===== src/rtl/ep_arith_pkg.sv =====
// Shared definitions for the arithmetic endpoint bank: operation modes,
// channel FSM state encoding and the multiply-counter width helper.
package ep_arith_pkg;

    // Operation selectors carried on the per-channel mode WireIn bits
    localparam logic [1:0] MODE_ADD = 2'b00;
    localparam logic [1:0] MODE_SUB = 2'b01;
    localparam logic [1:0] MODE_MUL = 2'b10;
    localparam logic [1:0] MODE_ACC = 2'b11;

    // Channel FSM states
    typedef enum logic [1:0] {
        ST_IDLE = 2'b00,
        ST_EXEC = 2'b01,
        ST_DONE = 2'b10
    } state_e;

    // Bits needed to hold a multiply counter loaded with the operand width
    function automatic int cnt_width(input int width);
        return $clog2(width + 32'sd1);
    endfunction

endpackage


===== src/rtl/ep_arith_channel.sv =====
// One arithmetic channel: IDLE/EXEC/DONE control, operand latches,
// shift-add multiplier, running accumulator and sticky overflow flag.
module ep_arith_channel
    import ep_arith_pkg::*;
#(
    parameter int WIDTH = 16
) (
    input  logic                 ti_clk,
    input  logic                 rst_n,
    input  logic [WIDTH-1:0]     op_a,
    input  logic [WIDTH-1:0]     op_b,
    input  logic [1:0]           mode,
    input  logic                 start,
    input  logic                 clear,
    output logic [2*WIDTH-1:0]   result,
    output logic                 busy,
    output logic                 done,
    output logic                 ovf
);

    localparam int RW = 2 * WIDTH;
    localparam int CW = cnt_width(WIDTH);
    localparam logic [CW-1:0] CNT_LOAD = CW'(WIDTH);
    localparam logic [CW-1:0] CNT_ONE  = CW'(32'd1);

    state_e            state_r;
    state_e            state_next_s;
    logic              accept_s;
    logic              finish_s;

    logic [1:0]        mode_r;
    logic [RW-1:0]     mcand_r;      // zero-extended A; shifts left during a multiply
    logic [WIDTH-1:0]  mplier_r;     // B; shifts right during a multiply
    logic [CW-1:0]     cnt_r;
    logic [RW-1:0]     prod_r;
    logic [RW-1:0]     result_r;
    logic              ovf_r;
    logic              busy_r;
    logic              done_r;

    logic [RW-1:0]     b_ext_s;
    logic [RW-1:0]     prod_step_s;
    logic [RW:0]       acc_sum_s;
    logic              acc_carry_s;
    logic [RW-1:0]     exec_result_s;

    // Next-state decode; clear wins over start, a start during EXEC is dropped
    always_comb begin
        state_next_s = state_r;
        accept_s     = 1'b0;
        finish_s     = 1'b0;
        if (clear) begin
            state_next_s = ST_IDLE;
        end else begin
            case (state_r)
                ST_IDLE, ST_DONE: begin
                    if (start) begin
                        state_next_s = ST_EXEC;
                        accept_s     = 1'b1;
                    end else begin
                        state_next_s = ST_IDLE;
                    end
                end
                ST_EXEC: begin
                    if ((mode_r != MODE_MUL) || (cnt_r == CNT_ONE)) begin
                        state_next_s = ST_DONE;
                        finish_s     = 1'b1;
                    end else begin
                        state_next_s = ST_EXEC;
                    end
                end
                default: begin
                    state_next_s = ST_IDLE;
                end
            endcase
        end
    end

    // Arithmetic for the latched operation; everything wraps at 2*WIDTH bits
    always_comb begin
        b_ext_s       = {{WIDTH{1'b0}}, mplier_r};
        acc_sum_s     = {1'b0, result_r} + {1'b0, mcand_r};
        acc_carry_s   = acc_sum_s[RW];
        prod_step_s   = prod_r;
        exec_result_s = result_r;
        if (mplier_r[0]) begin
            prod_step_s = prod_r + mcand_r;
        end else begin
            prod_step_s = prod_r;
        end
        case (mode_r)
            MODE_ADD: exec_result_s = mcand_r + b_ext_s;
            MODE_SUB: exec_result_s = mcand_r - b_ext_s;
            MODE_MUL: exec_result_s = prod_step_s;
            MODE_ACC: exec_result_s = acc_sum_s[RW-1:0];
            default:  exec_result_s = result_r;
        endcase
    end

    // FSM state register
    always_ff @(posedge ti_clk or negedge rst_n) begin
        if (!rst_n) begin
            state_r <= ST_IDLE;
        end else begin
            state_r <= state_next_s;
        end
    end

    // Busy/done status registered from the next state so outputs stay flop-driven
    always_ff @(posedge ti_clk or negedge rst_n) begin
        if (!rst_n) begin
            busy_r <= 1'b0;
            done_r <= 1'b0;
        end else begin
            busy_r <= (state_next_s == ST_EXEC);
            done_r <= (state_next_s == ST_DONE);
        end
    end

    // Operand latches, shift-add multiplier, result and sticky overflow
    always_ff @(posedge ti_clk or negedge rst_n) begin
        if (!rst_n) begin
            mode_r   <= MODE_ADD;
            mcand_r  <= {RW{1'b0}};
            mplier_r <= {WIDTH{1'b0}};
            cnt_r    <= {CW{1'b0}};
            prod_r   <= {RW{1'b0}};
            result_r <= {RW{1'b0}};
            ovf_r    <= 1'b0;
        end else if (clear) begin
            mcand_r  <= {RW{1'b0}};
            mplier_r <= {WIDTH{1'b0}};
            cnt_r    <= {CW{1'b0}};
            prod_r   <= {RW{1'b0}};
            result_r <= {RW{1'b0}};
            ovf_r    <= 1'b0;
        end else if (accept_s) begin
            mode_r   <= mode;
            mcand_r  <= {{WIDTH{1'b0}}, op_a};
            mplier_r <= op_b;
            cnt_r    <= CNT_LOAD;
            prod_r   <= {RW{1'b0}};
        end else if (state_r == ST_EXEC) begin
            if (mode_r == MODE_MUL) begin
                prod_r   <= prod_step_s;
                mcand_r  <= mcand_r << 1;
                mplier_r <= mplier_r >> 1;
                cnt_r    <= cnt_r - CNT_ONE;
                if (finish_s) begin
                    result_r <= exec_result_s;
                end
            end else begin
                result_r <= exec_result_s;
                cnt_r    <= {CW{1'b0}};
                if ((mode_r == MODE_ACC) && acc_carry_s) begin
                    ovf_r <= 1'b1;
                end
            end
        end
    end

    assign result = result_r;
    assign busy   = busy_r;
    assign done   = done_r;
    assign ovf    = ovf_r;

endmodule


===== src/rtl/ep_arith_bank.sv =====
// Multi-channel arithmetic endpoint bank: NCH independent channels with
// their operands, modes and results packed onto flat endpoint buses.
module ep_arith_bank
    import ep_arith_pkg::*;
#(
    parameter int WIDTH = 16,
    parameter int NCH   = 2
) (
    input  logic                    ti_clk,
    input  logic                    rst_n,
    input  logic [NCH*WIDTH-1:0]    op_a,
    input  logic [NCH*WIDTH-1:0]    op_b,
    input  logic [NCH*2-1:0]        mode,
    input  logic [NCH-1:0]          start,
    input  logic [NCH-1:0]          clear,
    output logic [NCH*2*WIDTH-1:0]  result,
    output logic [NCH-1:0]          busy,
    output logic [NCH-1:0]          done,
    output logic [NCH-1:0]          ovf
);

    for (genvar i = 0; i < NCH; i++) begin : g_ch
        ep_arith_channel #(
            .WIDTH (WIDTH)
        ) u_ch (
            .ti_clk (ti_clk),
            .rst_n  (rst_n),
            .op_a   (op_a[i*WIDTH +: WIDTH]),
            .op_b   (op_b[i*WIDTH +: WIDTH]),
            .mode   (mode[i*2 +: 2]),
            .start  (start[i]),
            .clear  (clear[i]),
            .result (result[i*2*WIDTH +: 2*WIDTH]),
            .busy   (busy[i]),
            .done   (done[i]),
            .ovf    (ovf[i])
        );
    end

endmodule


===== config.mk =====
export PLATFORM = sky130hd
export DESIGN_NAME = ep_arith_bank
export DESIGN_NICKNAME = d
export VERILOG_FILES = /design/src/rtl/ep_arith_pkg.sv /design/src/rtl/ep_arith_channel.sv /design/src/rtl/ep_arith_bank.sv
export SDC_FILE = /design/constraint.sdc
export NUM_CORES = 1
export LEC_CHECK = 0
export CAP_MARGIN = 20
export CORE_ASPECT_RATIO = 2
export CORE_UTILIZATION = 40
export DETAILED_ROUTE_END_ITERATION = 12
export DONT_BUFFER_PORTS = 1
export GPL_ROUTABILITY_DRIVEN = 1
export SLEW_MARGIN = 30
export SYNTH_ARGS = -nofsm -noshare
export SYNTH_HDL_FRONTEND = slang
export SYNTH_SLANG_ARGS = --single-unit

===== constraint.sdc =====
create_clock -name ti_clk -period 14.1 [get_ports ti_clk]
set_clock_uncertainty 0.15 [all_clocks]
set_input_delay 1.41 -clock ti_clk [delete_from_list [all_inputs] [get_ports ti_clk]]
set_output_delay 1.41 -clock ti_clk [all_outputs]
set_load 0.05 [all_outputs]

==> results.json <==
{
  "cellPowerDensity_mw_per_mm2": 108,
  "slew_headroom_pct": 19.2,
  "period_needed_ps": 5240,
  "cts_resized": 0,
  "via_per_inst": 6.47,
  "place_hpwl_mm": 67.7,
  "coreArea_mm2": 0.0536,
  "synthToLayoutAreaGrowth_pct": 7.60,
  "setup_tns_ps": 0,
  "synthAdderAreaFrac_pct": 11.9,
  "synth.top_cells.by_count": "nand2_1, dfrtp_1, a21oi_1",
  "initial_core_util_pct": 40.5,
  "clkLatencyLatePin_ps": 610,
  "grt_pass1_wl_mm": 132,
  "total_power_mw": 2.51,
  "fin_nets": 2835,
  "cts_setup_buffers": 0,
  "ys_warn_count": 0,
  "grt_max_degree": 249,
  "ys.flop_type": "dfrtp_1",
  "die_w_um": 167,
  "status": "finished, final reports clean",
  "async_flop_share_pct": 100,
  "synth_nets": 2904,
  "worstPathRequired_ps": 14430,
  "synth_most_common_cell": "nand2_1",
  "ios": 144,
  "cts_hold_repair.buffers": 0,
  "grt_pass1_vias": 21300,
  "max_freq_mhz": 191,
  "clk_pin_slew_ps": 60,
  "synth_compound_area_share_pct": 29.9,
  "ant_nets": 0,
  "synth_mux_area_share_pct": 2.26,
  "rr_endpoint": "g_ch[1].u_ch.result[28]",
  "fin_crit_sh_pct": 37.1,
  "start_kind": "register",
  "wl_mm": 89.0,
  "gr-usage-all-layers_pct": 31.9,
  "synth_area_leader_cell": "dfrtp_1",
  "worst_pin_slew_ps": 1210,
  "cts_max_level": 1,
  "grt_overflow_total": 0,
  "synthXorXnorAreaFrac_pct": 7.11,
  "irDropWorstVdd_mv": 0.113,
  "synthTopCellsByArea": "dfrtp_1, ha_1, nand2_1",
  "critPathMaxFanout": 42,
  "p_leak_nw": 11.2,
  "cap_violations": 0,
  "clockBufferDepth": 3,
  "worstSetupEndpoint": "g_ch[1].u_ch.result[28]",
  "rows": 120,
  "drt_iter0_markers": 1406,
  "rsz0062_at_grt": "false",
  "vias": 21100,
  "syn_inst": 2628,
  "root_buffer": "clkbuf_16",
  "hold_path.class": "input pin to asynchronous set/reset pin",
  "hold_viol_final": 0,
  "r2r_start": "g_ch[1].u_ch.mplier_r[0]",
  "arrival_ps": 5570,
  "synth_top_area_share_pct": 28.6,
  "synth_edf_count": 0,
  "rrSetupSlack_ps": 8860,
  "dieArea_mm2": 0.0552,
  "gp_congestion": 1.01,
  "setup_viol": 0,
  "place.port_buffers": 0,
  "slew_viol_final": 0,
  "yosysSeqAreaShare_pct": 28.6,
  "dp_cells": 3200,
  "fp.dieH_um": 331,
  "crit_start": "g_ch[1].u_ch.mplier_r[0]",
  "avgRoutedWirePerCell_um": 27.3,
  "final_util_pct": 43.5,
  "synth_top_family_by_area": "compound AO/OA/AOI/OAI gates",
  "yosys.area_share.simple_pct": 16.7,
  "drc": 0,
  "synth.distinct_cells": 88,
  "antenna_found_initial": 4,
  "fin_cells": 3254,
  "r2r_cells": 17,
  "syn_area_mm2": 0.0217,
  "cts_tree": "yes",
  "clkSinkCount": 248,
  "path_class": "register to register",
  "cp-end-kind": "register",
  "cts_buffers": 28,
  "syn_avg_cell_area_um2": 8.25,
  "drive_above_1_share_pct": 5.39,
  "dr.pass1.iters": 6,
  "ys_ff_latch": 248
}
==> worst min-delay path by stage <==
stage                        startpoint                       end  cells past startpoint
2_1_floorplan          g_ch[0].u_ch.ovf          g_ch[0].u_ch.ovf                      2
3_3_place_gp   g_ch[1].u_ch.mplier_r[0]  g_ch[1].u_ch.mplier_r[0]                      2
3_5_place_dp   g_ch[1].u_ch.mplier_r[0]  g_ch[1].u_ch.mplier_r[0]                      2
4_1_cts                           rst_n  g_ch[0].u_ch.mcand_r[22]                      0
5_1_grt                           rst_n  g_ch[0].u_ch.mcand_r[18]                      0
6_report                          rst_n  g_ch[0].u_ch.mcand_r[19]                      0
==> stage by stage <==
step,area (um^2),setup WS [ps],hold slack (ps)
6_report,23300,8860,368
5_1_grt,23300,8460,345
4_1_cts,23300,8900,335
3_5_place_dp,22300,8910,352
3_3_place_gp,22300,8920,338
2_1_floorplan,21700,9620,314
==> cell type report <==
type | instances | area (um^2)
well taps | 671 | 840
multi-input cells | 2183 | 14800
diodes | 3 | 7.51
clock buffers | 40 | 847
clock inverters | 11 | 166
inverters | 67 | 251
repair buffers | 31 | 233
flip-flops and latches | 248 | 6210
fillers | 5326 | 30300
==> worst max-delay path, cell delays in order, from the launching register on <==
cell	delay, ps
dfrtp_1	380
buf_4	280
nor3_1	410
nand2_1	160
or3_1	370
nor3_1	610
ha_1	370
mux2i_1	130
ha_1	300
a21o_1	180
a21oi_1	170
nor2b_1	70
a311o_2	400
a221oi_4	300
o21ai_2	180
o41ai_4	240
xnor2_1	100
a221o_1	320
==> sequential cells by signal, summed over array words and instances, names as in the netlist <==
signal / cells
g_ch.u_ch.busy: 2
g_ch.u_ch.cnt_r: 10
g_ch.u_ch.state_r: 4
g_ch.u_ch.ovf: 2
g_ch.u_ch.done: 2
g_ch.u_ch.mcand_r: 64
g_ch.u_ch.prod_r: 64
g_ch.u_ch.mode_r: 4
g_ch.u_ch.mplier_r: 32
g_ch.u_ch.result: 64
==> placed cells by master, fill, tap and decap left out, types with 28 or more instances in the layout <==
cell type  count
nor2_1       210
a22oi_1       29
nand3_1       40
inv_1         64
a211oi_1      57
ha_1         196
a311oi_1      37
o21ai_0      171
nor3_1        51
a21o_1       115
dfrtp_1      247
xor2_1        77
nand2_1      344
clkbuf_16     29
a21oi_1      217
a31oi_1       29
nand2b_1      39
nor2b_1       28
buf_4         31
xnor2_1       99
a22o_1        43
o211ai_1      33
mux2i_1       41
==> metal layers <==
metal	GRT usage [%]	up-vias	share of wire, %
met3	7.25	383	6.1
met1	25.8	10200	29
met2	59.5	847	52
met4	35.0	2	13
li1	-	9614	-
met5	0	-	0.016
==> power breakdown <==
part / switching (mW) / leakage, nW / internal [mW]
Clock: 0.339 / 0.503 / 0.489
Sequential: 0.140 / 3.38 / 0.747
Combinational: 0.519 / 7.28 / 0.277
Total: 0.998 / 11.2 / 1.51
==> logic make-up (layout without fill, tap and decap cells) <==
group / after synthesis / after routing
AO/OA/AOI/OAI: 944 / 944
AND/OR/NAND/NOR: 813 / 813
flip-flops: 248 / 248
adder cells (fa/ha/maj): 202 / 202
buffers and inverters: 197 / 149
XOR/XNOR: 176 / 176
multiplexers: 48 / 48
other: 0 / 3
(Power assumes the default switching activity.)
